==> config.mk <==
export PLATFORM = sky130hd
export DESIGN_NAME = key_conditioner
export DESIGN_NICKNAME = d
export VERILOG_FILES = /design/src/rtl/washmachine_pkg.sv /design/src/rtl/key_debounce_channel.sv /design/src/rtl/key_conditioner.sv
export SDC_FILE = /design/constraint.sdc
export NUM_CORES = 1
export LEC_CHECK = 0
export ABC_AREA = 1
export CORE_ASPECT_RATIO = 0.7
export CORE_MARGIN = 4
export CORE_UTILIZATION = 55
export CTS_CLUSTER_DIAMETER = 100
export CTS_CLUSTER_SIZE = 12
export DETAILED_ROUTE_END_ITERATION = 12
export PLACE_DENSITY_LB_ADDON = 0.1
export SYNTH_ARGS = -nofsm -noshare
export SYNTH_HDL_FRONTEND = slang
export SYNTH_SLANG_ARGS = --single-unit
==> constraint.sdc <==
create_clock -name clk -period 2.46 [get_ports clk]
set_input_delay 0.492 -clock clk [delete_from_list [all_inputs] [get_ports clk]]
set_output_delay 0.492 -clock clk [all_outputs]
set_load 0.05 [all_outputs]
==> src/rtl/washmachine_pkg.sv <==
// Shared washing-machine controller definitions: key channel state encoding
// and the key index assignment on the key_raw bus.
package washmachine_pkg;

  typedef enum logic [1:0] {
    KC_IDLE,
    KC_PRESS_WAIT,
    KC_HELD,
    KC_RELEASE_WAIT
  } kc_state_t;

  localparam int KEY_START     = 0;
  localparam int KEY_WATERFULL = 1;
  localparam int KEY_STOP      = 2;

endpackage

==> src/rtl/key_debounce_channel.sv <==
// Single key channel: 2-flop synchroniser, debounce FSM, press/release pulses.
// Optional long-press detector enabled by the KEY_LONGPRESS_EN macro.
// DEBOUNCE_CNT must be at least 2.
module key_debounce_channel
  import washmachine_pkg::*;
#(
  parameter bit ACTIVE_LOW   = 1'b1,
  parameter int DEBOUNCE_CNT = 20,
  parameter int LONG_CNT     = 2000
) (
  input  logic clk,
  input  logic reset,
  input  logic key_raw,
  output logic key_level,
  output logic key_press,
  output logic key_release,
  output logic key_long
);

  // Pin value of a released key; the synchroniser resets to it.
  localparam logic IDLE_PIN = ACTIVE_LOW;
  localparam int   CW       = (DEBOUNCE_CNT > 1) ? $clog2(DEBOUNCE_CNT) : 1;
  // The sample that moves the FSM out of a stable state is itself the first
  // stable cycle, so the wait states accept one count earlier. This gives the
  // raw-edge-to-pulse latency of 2 + DEBOUNCE_CNT cycles.
  localparam logic [CW-1:0] CNT_LAST = CW'(DEBOUNCE_CNT - 2);

  logic [1:0]    sync;
  logic          sample;
  kc_state_t     state;
  logic [CW-1:0] cnt;
  logic          accept;

  // Two-flop synchroniser for the asynchronous pin.
  always_ff @(posedge clk or posedge reset) begin
    if (reset) sync <= {2{IDLE_PIN}};
    else       sync <= {sync[0], key_raw};
  end

  // Normalise to pressed = 1.
  assign sample = sync[1] ^ IDLE_PIN;
  assign accept = (state == KC_PRESS_WAIT) && sample && (cnt == CNT_LAST);

  // Debounce FSM with registered level and one-cycle pulses.
  always_ff @(posedge clk or posedge reset) begin
    if (reset) begin
      state       <= KC_IDLE;
      cnt         <= '0;
      key_level   <= 1'b0;
      key_press   <= 1'b0;
      key_release <= 1'b0;
    end else begin
      key_press   <= 1'b0;
      key_release <= 1'b0;
      case (state)
        KC_IDLE: begin
          if (sample) begin
            state <= KC_PRESS_WAIT;
            cnt   <= '0;
          end
        end
        KC_PRESS_WAIT: begin
          if (!sample) begin
            state <= KC_IDLE;
          end else if (cnt == CNT_LAST) begin
            state     <= KC_HELD;
            key_press <= 1'b1;
            key_level <= 1'b1;
          end else begin
            cnt <= cnt + 1'b1;
          end
        end
        KC_HELD: begin
          if (!sample) begin
            state <= KC_RELEASE_WAIT;
            cnt   <= '0;
          end
        end
        KC_RELEASE_WAIT: begin
          if (sample) begin
            state <= KC_HELD;
          end else if (cnt == CNT_LAST) begin
            state       <= KC_IDLE;
            key_release <= 1'b1;
            key_level   <= 1'b0;
          end else begin
            cnt <= cnt + 1'b1;
          end
        end
        default: state <= KC_IDLE;
      endcase
    end
  end

`ifdef KEY_LONGPRESS_EN
  localparam int HW = $clog2(LONG_CNT + 1);
  logic [HW-1:0] hcnt;

  // Hold counter: cleared on acceptance, runs through HELD and RELEASE_WAIT,
  // saturates at LONG_CNT so only one long pulse is given per press.
  always_ff @(posedge clk or posedge reset) begin
    if (reset) begin
      hcnt     <= '0;
      key_long <= 1'b0;
    end else begin
      key_long <= 1'b0;
      if (accept) begin
        hcnt <= '0;
      end else if (state == KC_HELD || state == KC_RELEASE_WAIT) begin
        if (hcnt < HW'(LONG_CNT)) begin
          hcnt     <= hcnt + 1'b1;
          key_long <= (hcnt == HW'(LONG_CNT - 1));
        end
      end else begin
        hcnt <= '0;
      end
    end
  end
`else
  logic unused_long;
  assign unused_long = accept ^ (LONG_CNT > 0);
  assign key_long    = 1'b0;
`endif

endmodule

==> src/rtl/key_conditioner.sv <==
// Push-button conditioner: N_KEYS independent debounce channels.
// Long-press pulses are generated only when KEY_LONGPRESS_EN is defined.
module key_conditioner
  import washmachine_pkg::*;
#(
  parameter int N_KEYS       = 4,
  parameter bit ACTIVE_LOW   = 1'b1,
  parameter int DEBOUNCE_CNT = 20,
  parameter int LONG_CNT     = 2000
) (
  input  logic              clk,
  input  logic              reset,
  input  logic [N_KEYS-1:0] key_raw,
  output logic [N_KEYS-1:0] key_level,
  output logic [N_KEYS-1:0] key_press,
  output logic [N_KEYS-1:0] key_release,
  output logic [N_KEYS-1:0] key_long
);

  // One fully independent channel per key.
  for (genvar g = 0; g < N_KEYS; g++) begin : g_ch
    key_debounce_channel #(
      .ACTIVE_LOW  (ACTIVE_LOW),
      .DEBOUNCE_CNT(DEBOUNCE_CNT),
      .LONG_CNT    (LONG_CNT)
    ) u_ch (
      .clk        (clk),
      .reset      (reset),
      .key_raw    (key_raw[g]),
      .key_level  (key_level[g]),
      .key_press  (key_press[g]),
      .key_release(key_release[g]),
      .key_long   (key_long[g])
    );
  end

endmodule

==> run_results.csv, run 1 <==
group,metric,value,unit
pwr,p_sw,0.356,mW
pwr,swShare,25.1,%
timing,finalCritPeriodShare,78.6,%
logic_synthesis,synth_edf_count,0,
floorplanning,die_area,5330,µm²
logic_synthesis,yosys-top-cells-area,"dfrtp_1, nand2_1, dfstp_2",
floorplanning,die_h,62.3,µm
place,dp.cells,322,
pwr,power.density,565,nW/µm²
logic_synthesis,yosysTopAreaCell,"dfrtp_1",
worst_setup_path,cp_cell_sequence,"clkdlybuf4s50_1",
floorplanning,ioPinCount,22,
final_layout,layout.cells.non_filler,327,
logic_synthesis,syn_inst,267,
worst_setup_path,critPathTopFamily,"buffers and inverters",
logic_synthesis,yosysMostFrequentCell,"nand2_1",
logic_synthesis,synth_cell_type_count,23,
detailed_routing,first_pass_iters,4,
grt,grt_usage,14.6,%
grt,grt_pass1_vias,1432,
grt,grt_pass1_wl,6310,µm
cts,clk_latency,0.29,ns
logic_synthesis,yosysSeqAreaShare,52.3,%
timing,finalCriticalPeriod,1.93,ns
cts,post_cts_buffers,0,
floorplanning,die_w,85.6,µm
final_layout,seq_area,1210,µm²
timing,clock-skew-final,0.00593,ns
cts,max-clock-path-buffers,2,
worst_setup_path,crit_path_top_delay_cell,"clkdlybuf4s50_1",
run,max_cap_violations,0,
final_layout,final.fill_count,347,
floorplanning,fp-row-count,19,
worst_setup_path,worstPathMaxFanout,2,
pwr,seq_power_share,61.2,%
cts,cts_tree,"done",
logic_synthesis,async_reset_ff_share,100,%
timing,fin_tns_setup,0,ns
timing,rsz0062_at_grt,"no",
pwr,power_frac_clock,29.1,%
timing,tightest_slew,0.499,ns
final_layout,num_antenna_cells,0,
pwr,combPwrFrac,9.7,%
grt,grt_max_degree,49,
timing,fmax,517,MHz
floorplanning,start_util,58.0,%
place,hpwl,2430,µm
detailed_routing,remaining_drc_errors,0,
pwr,p_leak,1.29,nW
cts,clkTransAtPathRegs,0.08,ns
pwr,p_int,1.06,mW
cts,postCtsHoldBufs,0,
detailed_routing,drt-vias-per-instance,4.70,
final_layout,nets,291,
logic_synthesis,synthTopCellsByCount,"nand2_1, dfrtp_1, inv_1, nor2_1, o21ai_1",
worst_hold_path,hold_path.class,"reg -> reg",
cts,cts-root-buf,"clkbuf_8",
worst_setup_path,max_stage_delay,0.80,ns
worst_setup_path,cp-end-kind,"primary output",
logic_synthesis,yosys_warnings,0,
logic_synthesis,synthesis.area,2320,µm²
run_status,status,"complete, no violations",
detailed_routing,drtAntennaViolNets,0,
detailed_routing,drt-initial-drc-count,56,
cts,cts_buffers,5,
timing,drv_slew,0,
worst_setup_path,critPathLaunchType,"flip-flop",
grt,antenna_found_initial,0,
grt,gr-total-overflow,0,
logic_synthesis,synth-seq-cells,48,
cts,cts-htree-levels,2,
logic_synthesis,avgSynthCellArea,8.68,µm²
final_layout,multiInputGateArea,817,µm²
logic_synthesis,yosys.area.top_type_share,43.2,%
timing,slew_headroom,66.6,%
worst_setup_path,worstSetupPathType,"reg -> out",
pwr,peakVddDrop,0.000407,V
place,gp_congestion,0.767,
final_layout,area_growth,8.32,%
final_layout,layout-drive-gt1-share,11.3,%
detailed_routing,via_count,1537,
floorplanning,core_area,3990,µm²
detailed_routing,wl,3400,µm
worst_setup_path,path_buf_inv,1,
timing,hold_viol,0,
timing,setup_viol,0,
worst_setup_path,arrival,1.44,ns
place,port_buffers,17,
cts,cts_num_sinks,48,
detailed_routing,routedWlPerCell,10.4,µm
logic_synthesis,synth_ff_type,"dfrtp_1",
cts,post_cts_resized,0,
worst_setup_path,required,1.97,ns
[layer usage]
metal	track usage, %	vias up	wire length, µm
li1	-	820	-
met1	20.5	687	1740
met2	21.6	24	1440
met3	4.36	6	160
met4	4.74	0	52
met5	0	-	0
[cells by family (layout without fill, tap and decap cells)]
group	after synthesis	count (layout)	share of synthesized area (%)
and+or+nand+nor	125	125	24.6
AOI/OAI and AO/OA	23	23	4.97
xor gates and xnor gates	2	2	0.756
buffers and inverters	60	65	13.0
adders and majority gates	8	8	4.32
DFF	48	48	52.3
other	1	4	0.162
[worst reg2reg max path, delay by kind of cell, from the launching register on]
kind          cells  cell delay [ns]
simple gates      5             0.51
flops             1             0.41
fa+ha+maj         1             0.20
buf+inv           2             0.12
[power by group through the flow]
stage / clock [mW] / combinational (mW) / sequential (mW)
4_1_cts: 0.437 / 0.141 / 0.868
3_3_place_gp: 0 / 0.136 / 0.881
6_report: 0.412 / 0.138 / 0.868
3_5_place_dp: 0 / 0.139 / 0.883
5_1_grt: 0.466 / 0.165 / 0.875
2_1_floorplan: 0 / 0.120 / 0.871
[area by class of cell]
cell class | count | share of cell area, %
Clock buffer | 5 | 2.74
Inverter | 42 | 6.28
Multi-Input combinational cell | 162 | 32.6
Sequential cell | 48 | 48.3
Tap cell | 52 | 2.59
Timing Repair Buffer | 18 | 7.58
[layout by cell type (no fill, tap or decap)]
master,synthesis,final
nand3_4,2,2
nor2_2,1,1
clkbuf_8,0,5
nor2_4,1,1
nand2_1,69,69
o21ai_1,23,23
inv_1,35,34
clkinv_1,1,1
xor2_1,1,1
xnor2_1,1,1
nand3_1,17,17
nand2_2,1,1
clkdlybuf4s50_1,0,17
buf_12,0,1
ha_1,8,8
nand2_4,2,2
nand3_2,1,1
inv_2,6,7
nand4_1,5,5
dfstp_2,8,8
or2_2,2,2
nor2_1,24,24
conb_1,1,4
dfrtp_1,40,40
[flip-flops by register name (all words and copies together) (netlist names), named ones only]
name and count:
g_ch.u_ch.cnt 20, g_ch.u_ch.key_level 4, g_ch.u_ch.key_press 4, g_ch.u_ch.key_release 4
g_ch.u_ch.state 4, g_ch.u_ch.sync 8
[per-stage QoR]
step	hold slack [ns]	power [mW]	instance area, µm²	setup WS, ns	util [%]
2_1_floorplan	0.345	0.991	2330	0.837	-
3_3_place_gp	0.347	1.02	2440	0.851	61.1
3_5_place_dp	0.347	1.02	2440	0.841	61.1
4_1_cts	0.358	1.45	2510	0.513	62.8
6_report	0.357	1.42	2510	0.527	62.8
5_1_grt	0.364	1.51	2510	0.469	62.8
[final timing paths]
kind	cells after the start	startpoint	slack, ns	endpoint
setup / recovery	1	g_ch[0].u_ch.key_level	0.53	key_level[0]
hold / removal	0	g_ch[2].u_ch.sync[0]	0.36	g_ch[2].u_ch.sync[1]
setup reg to reg	8	g_ch[2].u_ch.cnt[0]	1.13	g_ch[2].u_ch.cnt[4]
hold reg to reg	0	g_ch[2].u_ch.sync[0]	0.36	g_ch[2].u_ch.sync[1]
max in group asynchronous	3	reset	1.64	g_ch[2].u_ch.sync[1]
min in group asynchronous	3	reset	0.55	g_ch[3].u_ch.cnt[4]
No activity file was read; power rests on OpenSTA's default activity.
==> run 2: changes to the inputs <==
Clock period 2.46 ns to 1.9 ns, I/O delays scaled along.
==> run 2 against run 1 <==
Hold slack improved by 0.0035 ns. Clock skew rose by 0.0011 ns. Sequential share of layout area fell by 1.2 points. Clock power rose by 110%. Worst setup slack got worse by 0.46 ns. Die area did not move. Via count rose by 1.3%. Largest cell class unchanged. Power rose by 52%. Largest power group unchanged. Flip-flop and latch count did not move. Combinational power rose by 28%. Sequential power rose by 29%.
==> run_results.csv, run 2 (synthesis results as in run 1) <==
group,metric,value,unit
worst_setup_path,path_buf_inv,1,
worst_setup_path,crit_start,"g_ch[1].u_ch.key_level",
final_layout,nets,291,
worst_setup_path,arrival,1.45,ns
worst_setup_path,cp-end-kind,"primary output",
final_layout,final_cell_mix,"nand2_1, dfrtp_1, inv_1, nor2_1, o21ai_1",
cts,clk_latency,0.30,ns
timing,fin_hold_ws,0.361,ns
worst_setup_path,reg2reg_from,"g_ch[2].u_ch.cnt[0]",
final_layout,final.fill_count,345,
cts,cts_buffers,5,
cts,clkTransAtPathRegs,0.08,ns
worst_setup_path,critPathTopFamily,"buffers and inverters",
run,max_cap_violations,0,
final_layout,largestRegisters,"g_ch.u_ch.cnt: 20 flops, g_ch.u_ch.sync: 8 flops",
detailed_routing,drtAntennaViolNets,0,
detailed_routing,wl,3480,µm
detailed_routing,via_count,1557,
worst_setup_path,worstPathMaxFanout,2,
worst_setup_path,worstSetupPathType,"reg -> out",
timing,rsz0062_at_grt,"no",
detailed_routing,routedWlPerCell,10.5,µm
worst_hold_path,hp-start,"g_ch[2].u_ch.sync[0]",
floorplanning,ioPinCount,22,
timing,tightest_slew,0.500,ns
timing,hold_viol,0,
worst_setup_path,crit_path_top_delay_cell,"clkdlybuf4s50_1",
final_layout,largest_register,"g_ch.u_ch.cnt",
cts,cts_num_sinks,48,
worst_setup_path,critPathLaunchType,"flip-flop",
pwr,peakVddDrop,0.000531,V
grt,grt_usage,15.5,%
final_layout,final_util,64.4,%
worst_setup_path,cp_cell_sequence,"clkdlybuf4s50_1",
place,hpwl,2480,µm
detailed_routing,drt-vias-per-instance,4.72,
floorplanning,die_w,85.6,µm
place,port_buffers,17,
run_status,status,"complete, no violations",
final_layout,largest_reg_flops,20,
cts,cts-htree-levels,2,
timing,finalCritPeriodShare,96.5,%
timing,fin_tns_setup,0,ns
cts,cts-root-buf,"clkbuf_8",
detailed_routing,remaining_drc_errors,0,
cts,post_cts_buffers,0,
pwr,power.density,839,nW/µm²
final_layout,layout-drive-gt1-share,11.9,%
timing,slew_headroom,66.5,%
floorplanning,die_area,5330,µm²
timing,clock-skew-final,0.00702,ns
floorplanning,start_util,58.0,%
floorplanning,core_area,3990,µm²
grt,gr-total-overflow,0,
cts,postCtsHoldBufs,0,
place,gp_congestion,0.791,
pwr,p_total,2.16,mW
pwr,p_leak,1.32,nW
cts,max-clock-path-buffers,2,
timing,finalCriticalPeriod,1.83,ns
final_layout,num_antenna_cells,0,
timing,setup_viol,0,
worst_setup_path,required,1.52,ns
cts,post_cts_resized,0,
detailed_routing,first_pass_iters,4,
worst_hold_path,hold_path.class,"reg -> reg",
timing,fmax,545,MHz
grt,grt_pass1_vias,1534,
final_layout,final_common_cell,"nand2_1",
worst_setup_path,max_stage_delay,0.81,ns
detailed_routing,drt-initial-drc-count,83,
floorplanning,fp-row-count,19,
grt,antenna_found_initial,0,
grt,grt_max_degree,49,
cts,cts_tree,"done",
floorplanning,die_h,62.3,µm
timing,drv_slew,0,
final_layout,area_growth,11.1,%
grt,grt_pass1_wl,6620,µm
run 2: changes by cell type in the layout (fill, tap and decap cells not counted):
cell / delta
clkbuf_1: +1
bufinv_16: +2
run 2: path summary, 6_finish.rpt:
kind                                                to  slack [ns]  cells past startpoint
worst max-delay path                      key_level[1]        0.07                      1
worst min-delay path              g_ch[2].u_ch.sync[1]        0.36                      0
worst max register to register     g_ch[2].u_ch.cnt[4]        0.50                      8
worst min register to register    g_ch[2].u_ch.sync[1]        0.36                      0
max in group asynchronous         g_ch[1].u_ch.sync[0]        1.20                      3
min in group asynchronous       g_ch[3].u_ch.key_level        0.42                      3
run 2: worst reg2reg max path: cells and delay by family, from the launching register on:
family                     cells  cell delay, ns
and+or+nand+nor                5            0.53
DFF                            1            0.43
adders and majority gates      1            0.20
buffers and inverters          2            0.13
run 2: layout make-up:
cell class | instances | area, µm² | area share, %
tap | 52 | 65.1 | 2.53
inverter | 42 | 158 | 6.13
timing repair buffer | 18 | 190 | 7.39
clock buffer | 6 | 72.6 | 2.82
clock inverter | 2 | 60.1 | 2.33
multi-input combinational | 162 | 817 | 31.7
sequential | 48 | 1210 | 47.1
run 2: metrics by stage:
step,worst slack [ns],cell area [µm²],std cells
final,0.0659,2570,330
after global routing,0.0185,2570,330
after CTS,0.0422,2570,330
after detailed placement,0.384,2440,322
after global placement,0.402,2440,322
after floorplan,0.389,2330,270
run 2: where the power goes:
part | switching [mW] | total [mW] | internal [mW]
logic | 0.111 | 0.177 | 0.0661
registers | 0.0536 | 1.12 | 1.07
clock network | 0.332 | 0.858 | 0.526
total | 0.497 | 2.16 | 1.66
run 2: routing by layer:
metal / GRT usage, % / part of all wire, % / vias to the layer above
met5: 0 / 0 / -
met4: 6.92 / 2.0 / 0
li1: - / - / 820
met3: 4.10 / 4.5 / 9
met1: 19.8 / 49 / 701
met2: 24.5 / 44 / 27
==> RTL edit 1 (flow settings as in run 2) <==
The option `KEY_LONGPRESS_EN` is turned on by a define.
--- a/src/rtl/key_debounce_channel.sv
+++ b/src/rtl/key_debounce_channel.sv
@@ -1,6 +1,8 @@
 // Single key channel: 2-flop synchroniser, debounce FSM, press/release pulses.
 // Optional long-press detector enabled by the KEY_LONGPRESS_EN macro.
 // DEBOUNCE_CNT must be at least 2.
+`define KEY_LONGPRESS_EN
+
 module key_debounce_channel
   import washmachine_pkg::*;
 #(
Formal check against the unedited RTL: no difference found for any inputs over 10 cycles, from zero or initial values and one cycle with reset high; that may be too few to reach the edited logic, so the function may still have changed.
==> RTL edit 1 against run 2 <==
Via count is 150% higher. Wire length increased to 2.5 times the old value. Highest routed layer unchanged. Combinational power rose by 8%. Design area up 110%. Critical path type unchanged. Power grew 89%. Core utilization fell by 0.75 points. Synthesized area rose by 120%. Worst setup slack worse by 0.021 ns. Largest cell class unchanged. Sequential cell count grew 48. Critical endpoint unchanged.
==> RTL edit 1: results (changes against run 2) <==
| Metric | Value |
|---|---|
| Leakage Power | 2.68 nW (was 1.32 nW) |
| Layout Skew | 0.00625 ns (was 0.00702 ns) |
| Drt total wl | 8780 um (was 3480 um) |
| Peak supply drop | 0.467 mV (was 0.531 mV) |
| Hpwl dp | 6250 um (was 2480 um) |
| Vias in the first global route | 3,731 (was 1,534) |
| Status | finished, final reports clean (unchanged) |
| Sequential share of the synthesized area | 48.4% (was 52.3%) |
| First-pass GRT wire length | 15,900 um (was 6620 um) |
| GP Congestion | 0.876 (was 0.791) |
| Synth cell types | 37 (was 23) |
| Maximum root-to-sink buffer count | 2 (unchanged) |
| Hold Crit Class | reg2reg (unchanged) |
| Sw Share | 21.7% (was 23.0%) |
| Layout cells sized above 1 | 9.92% (was 11.9%) |
| DR pass1 iterations | 5 (was 4) |
| Vias per cell | 5.13 (was 4.72) |
| CP Data Arrival Time | 1.48 ns (was 1.45 ns) |
| Largest net degree at the start of global routing | 97 (was 49) |
| Clock latency on the worst-skew pair | 0.34 ns (was 0.30 ns) |
| Area contributors post-synth | dfrtp_1 44%, nand2_1 12%, nand3_1 6.3% (was dfrtp_1 43%, nand2_1 11%, dfstp_2 9.1%) |
| Hold Crit Start | g_ch[0].u_ch.sync[0] (was g_ch[2].u_ch.sync[0]) |
| Post-synth top cells | 155 x nand2_1, 88 x dfrtp_1, 73 x inv_1 (was 69 x nand2_1, 40 x dfrtp_1, 35 x inv_1) |
| PortBufs | 21 (was 17) |
| H-Tree Depth | 3 (was 2) |
| Initial detailed-routing violation count | 274 (was 83) |
| Critical path's slowest cell | clkdlybuf4s50_1 (unchanged) |
| CP max FO | 2 (unchanged) |
| DP Area | 0.00523 sq mm (was 0.00244 sq mm) |
| Tot GR Track Use | 18.4% (was 15.5%) |
| Clock root buffer | clkbuf_16 (was clkbuf_8) |
| CTS clk-pin slew, worst paths | 0.06 ns (was 0.08 ns) |
| Fin nets | 638 (was 291) |
| Slew @ Worst Pin | 0.529 ns (was 0.500 ns) |
| Total CTS buffers | 9 (was 5) |
| Largest regs | g_ch.u_ch.hcnt: 44 flops, g_ch.u_ch.cnt: 20 flops, g_ch.u_ch.sync: 8 flops (was g_ch.u_ch.cnt: 20 flops, g_ch.u_ch.sync: 8 flops) |
## RTL edit 1: path summary, 6_finish.rpt
check / cells past startpoint / slack (ns) / end
worst min register to register: 0 / 0.35 / g_ch[0].u_ch.sync[1]
worst max-delay path: 1 / 0.04 / key_level[1]
max in group asynchronous: 3 / 0.99 / g_ch[0].u_ch.sync[0]
min in group asynchronous: 3 / 0.53 / g_ch[1].u_ch.hcnt[1]
worst min-delay path: 0 / 0.35 / g_ch[0].u_ch.sync[1]
worst max register to register: 2 / 0.48 / g_ch[2].u_ch.key_long
## RTL edit 1: what timing repair did
item | 4_1_cts | 5_1_grt
resized for setup | 0 | 2
endpoints found under the setup margin | 0 | 2
buffers inserted | 0 | 0
hold buffers | 0 | 0
## RTL edit 1: layout make-up
cell class	count	area, sq um
Tap cell	120	150
Multi-Input combinational cell	411	2130
Clock buffer	15	248
Clock inverter	1	30.0
Inverter	79	300
Sequential cell	96	2410
Timing Repair Buffer	23	243
Fill cell	745	3140
## RTL edit 1: cell families (layout without fill, tap and decap cells)
logic type / after synthesis / count (layout) / share of synthesized area (%)
XOR/XNOR: 7 / 7 / 1.68
AND/OR/NAND/NOR: 335 / 335 / 31.4
buffers and inverters: 100 / 118 / 8.89
AO/OA/AOI/OAI: 57 / 57 / 6.60
adder cells (fa/ha/maj): 12 / 12 / 3.01
flip-flops: 96 / 96 / 48.4
## RTL edit 1: power by group through the flow
stage          Clock [mW]  Sequential (mW)  Combinational, mW
3_3_place_gp            0             2.20              0.192
2_1_floorplan           0             2.19              0.149
3_5_place_dp            0             2.20              0.197
6_report             1.73             2.16              0.192
4_1_cts              1.78             2.16              0.197
5_1_grt              1.86             2.17              0.230
## RTL edit 1: worst register-to-register path, cell delays in order, from the launching register on
cell and delay (ns):
dfrtp_1 0.68, inv_1 0.27, nor4_1 0.36
## RTL edit 1: metrics by stage
| stage | instances | power, mW | hold WS (ns) | util [%] | setup WS, ns |
|---|---|---|---|---|---|
| finish | 745 | 4.09 | 0.353 | 63.7 | 0.0450 |
| global route | 745 | 4.26 | 0.351 | 63.7 | 0.000835 |
| CTS | 745 | 4.14 | 0.356 | 63.6 | 0.0112 |
| detailed placement | 729 | 2.40 | 0.347 | 60.4 | 0.383 |
| global placement | 729 | 2.39 | 0.346 | 60.4 | 0.392 |
| floorplan | 607 | 2.33 | 0.345 | - | 0.393 |
## RTL edit 1: metal layers
metal / global-route usage [%] / routed length (um) / part of all wire (%) / up-vias
li1: - / - / - / 1972
met1: 24.2 / 4300 / 49 / 1771
met2: 30.4 / 3980 / 45 / 65
met3: 4.52 / 384 / 4.4 / 13
met4: 5.80 / 114 / 1.3 / 0
met5: 0 / 0 / 0 / -
==> RTL edit 2 (flow settings as in run 2) <==
Made on the original files. Register the output `key_level`; this adds one clock of latency there. The other outputs are not delayed to match.
--- a/src/rtl/key_conditioner.sv
+++ b/src/rtl/key_conditioner.sv
@@ -17,6 +17,8 @@
   output logic [N_KEYS-1:0] key_long
 );
 
+  logic [N_KEYS-1:0] key_level_d;
+
   // One fully independent channel per key.
   for (genvar g = 0; g < N_KEYS; g++) begin : g_ch
     key_debounce_channel #(
@@ -27,12 +29,16 @@
       .clk        (clk),
       .reset      (reset),
       .key_raw    (key_raw[g]),
-      .key_level  (key_level[g]),
+      .key_level  (key_level_d[g]),
       .key_press  (key_press[g]),
       .key_release(key_release[g]),
       .key_long   (key_long[g])
     );
   end
 
+  always_ff @(posedge clk) begin
+      key_level <= key_level_d;
+  end
+
 endmodule
 
Behaviour: no difference found for any inputs over 10 cycles, from zero or initial values and one cycle with reset high; that may be too few to reach the edited logic, so the function may still have changed.
==> RTL edit 2 against run 2 <==
Via count up 4.4%. Synthesized area is 8.6% higher. Synthesized cell count increased by 3.0%. Sequential cell count increased by 4. Highest routed layer unchanged. Wire length grew 5.7%. Count of clock-buffer cells in the layout stayed put. Design area rose by 7.7%. Worst setup slack gained 0.027 ns. Power shrank 0.34%. Sequential power up 8%.
==> RTL edit 2: results (changes against run 2) <==
| Metric | Value |
|---|---|
| Status | finished, final reports clean (unchanged) |
| Met2 usage | 21.8% (was 24.5%) |
| Met1 GRT Util | 22.9% (was 19.8%) |
| Layout Skew | 0.00551 ns (was 0.00702 ns) |
| Fin area | 0.00277 sq mm (was 0.00257 sq mm) |
| Sequential share of the synthesized area | 51.3% (was 52.3%) |
| M3 GR Usage | 4.19% (was 4.10%) |
| Ys async rst share | 92.3% (was 100%) |
| Vias per cell | 4.72 (about the same) |
| Initial detailed-routing violation count | 67 (was 83) |
| Worst stage delay on the critical path | 0.79 ns (was 0.81 ns) |
| DP Area | 0.00266 sq mm (was 0.00244 sq mm) |
| Initial antenna violation count | 0 (unchanged) |
| Met2 routed WL | 1520 um (was 1530 um) |
| Area contributors post-synth | dfrtp_1 40%, nand2_1 11%, dfstp_2 8.3% (was dfrtp_1 43%, nand2_1 11%, dfstp_2 9.1%) |
| First-pass GRT wire length | 6930 um (was 6620 um) |
| Synth Area in Compound Gates | 6.31% (was 4.97%) |
| GP Congestion | 0.768 (was 0.791) |
| Fill count | 355 (was 345) |
| Cells after synthesis | 275 (was 267) |
| Largest regs | g_ch.u_ch.cnt: 20 flops, g_ch.u_ch.sync: 8 flops (unchanged) |
| Largest net degree at the start of global routing | 34 (was 49) |
| Slew headroom | 66.8% (was 66.5%) |
| CP max FO | 1 (was 2) |
| Post-synth top cells | 75 x nand2_1, 40 x dfrtp_1, 24 x inv_1 (was 69 x nand2_1, 40 x dfrtp_1, 35 x inv_1) |
| R2R Path Start | g_ch[1].u_ch.cnt[0] (was g_ch[2].u_ch.cnt[0]) |
| Reg-to-Reg End | g_ch[1].u_ch.cnt[4] (was g_ch[2].u_ch.cnt[4]) |
| Clock root buffer | clkbuf_8 (unchanged) |
| DR vias | 1,625 (was 1,557) |
| Setup crit start | g_ch[3].u_ch.key_press (was g_ch[1].u_ch.key_level) |
| Leakage Power | 1.32 nW (about the same) |
| Hpwl dp | 2610 um (was 2480 um) |
| End of the critical path | key_press[3] (was key_level[1]) |
| Tot GR Track Use | 15.4% (was 15.5%) |
| Dpl cells | 336 (was 322) |
| NetSw | 0.532 mW (was 0.497 mW) |
| Fin nets | 302 (was 291) |
| Routed wire per std cell | 10.7 um (was 10.5 um) |
| Post-synthesis mux area share | 0% (unchanged) |
| Hold Crit Class | in2async (was reg2reg) |
| Post-Synth Adder-Cell Area | 3.98% (was 4.32%) |
| Final min period | 1.81 ns (was 1.83 ns) |
| Peak supply drop | 0.502 mV (was 0.531 mV) |
| Layout cells sized above 1 | 16.6% (was 11.9%) |
| Reg2reg setup slack | 0.53 ns (was 0.50 ns) |
| Synth cell types | 30 (was 23) |
| # diodes | 0 (unchanged) |
| Area share of xor/xnor cells in the synthesized design | 0.348% (was 0.756%) |
| Initial Utilization | 57.5% (was 58.0%) |
| Met1 wire length | 1930 um (was 1720 um) |
| Met3 WL | 174 um (was 155 um) |
| CP Data Arrival Time | 1.43 ns (was 1.45 ns) |
| Place WS | 0.411 ns (was 0.384 ns) |
==> RTL edit 2: cell types whose count changed after synthesis, sizes merged, moves of 3 or more <==
| cell | delta |
|---|---|
| clkinv | +3 |
| nand2 | +9 |
| nor3 | +3 |
| o21ai | -4 |
| dfxtp | +4 |
| inv | -10 |
| o21a | +3 |
| or2 | +3 |
| buf | -3 |
==> RTL edit 2: final cells by class <==
type / count / area share (%)
flip-flops and latches: 52 / 46.6
inverters: 35 / 5.01
well taps: 55 / 2.48
clock inverters: 2 / 1.26
multi-input cells: 176 / 35.2
clock buffers: 6 / 2.62
repair buffers: 18 / 6.86
==> RTL edit 2: power by group through the flow <==
stage	clock, mW	combinational [mW]	sequential (mW)
2_1_floorplan	0	0.186	1.21
3_3_place_gp	0	0.199	1.23
3_5_place_dp	0	0.202	1.23
4_1_cts	0.770	0.203	1.21
5_1_grt	0.823	0.233	1.22
6_report	0.741	0.198	1.21
==> RTL edit 2: worst register-to-register path, delay by kind of cell, from the launching register on <==
family        cells  cell delay [ns]
flops             1             0.42
fa+ha+maj         1             0.20
buf+inv           2             0.19
simple gates      5             0.45
==> RTL edit 2: worst min-delay path by stage <==
stage          slack (ns)  cells past startpoint                     end              startpoint
6_report             0.36                      2  g_ch[2].u_ch.key_press                   reset
5_1_grt              0.37                      0    g_ch[0].u_ch.sync[1]    g_ch[0].u_ch.sync[0]
4_1_cts              0.36                      2  g_ch[2].u_ch.key_level                   reset
3_5_place_dp         0.35                      0    g_ch[1].u_ch.sync[1]    g_ch[1].u_ch.sync[0]
3_3_place_gp         0.35                      0    g_ch[2].u_ch.sync[1]    g_ch[2].u_ch.sync[0]
2_1_floorplan        0.34                      0            key_level[1]  g_ch[1].u_ch.key_level
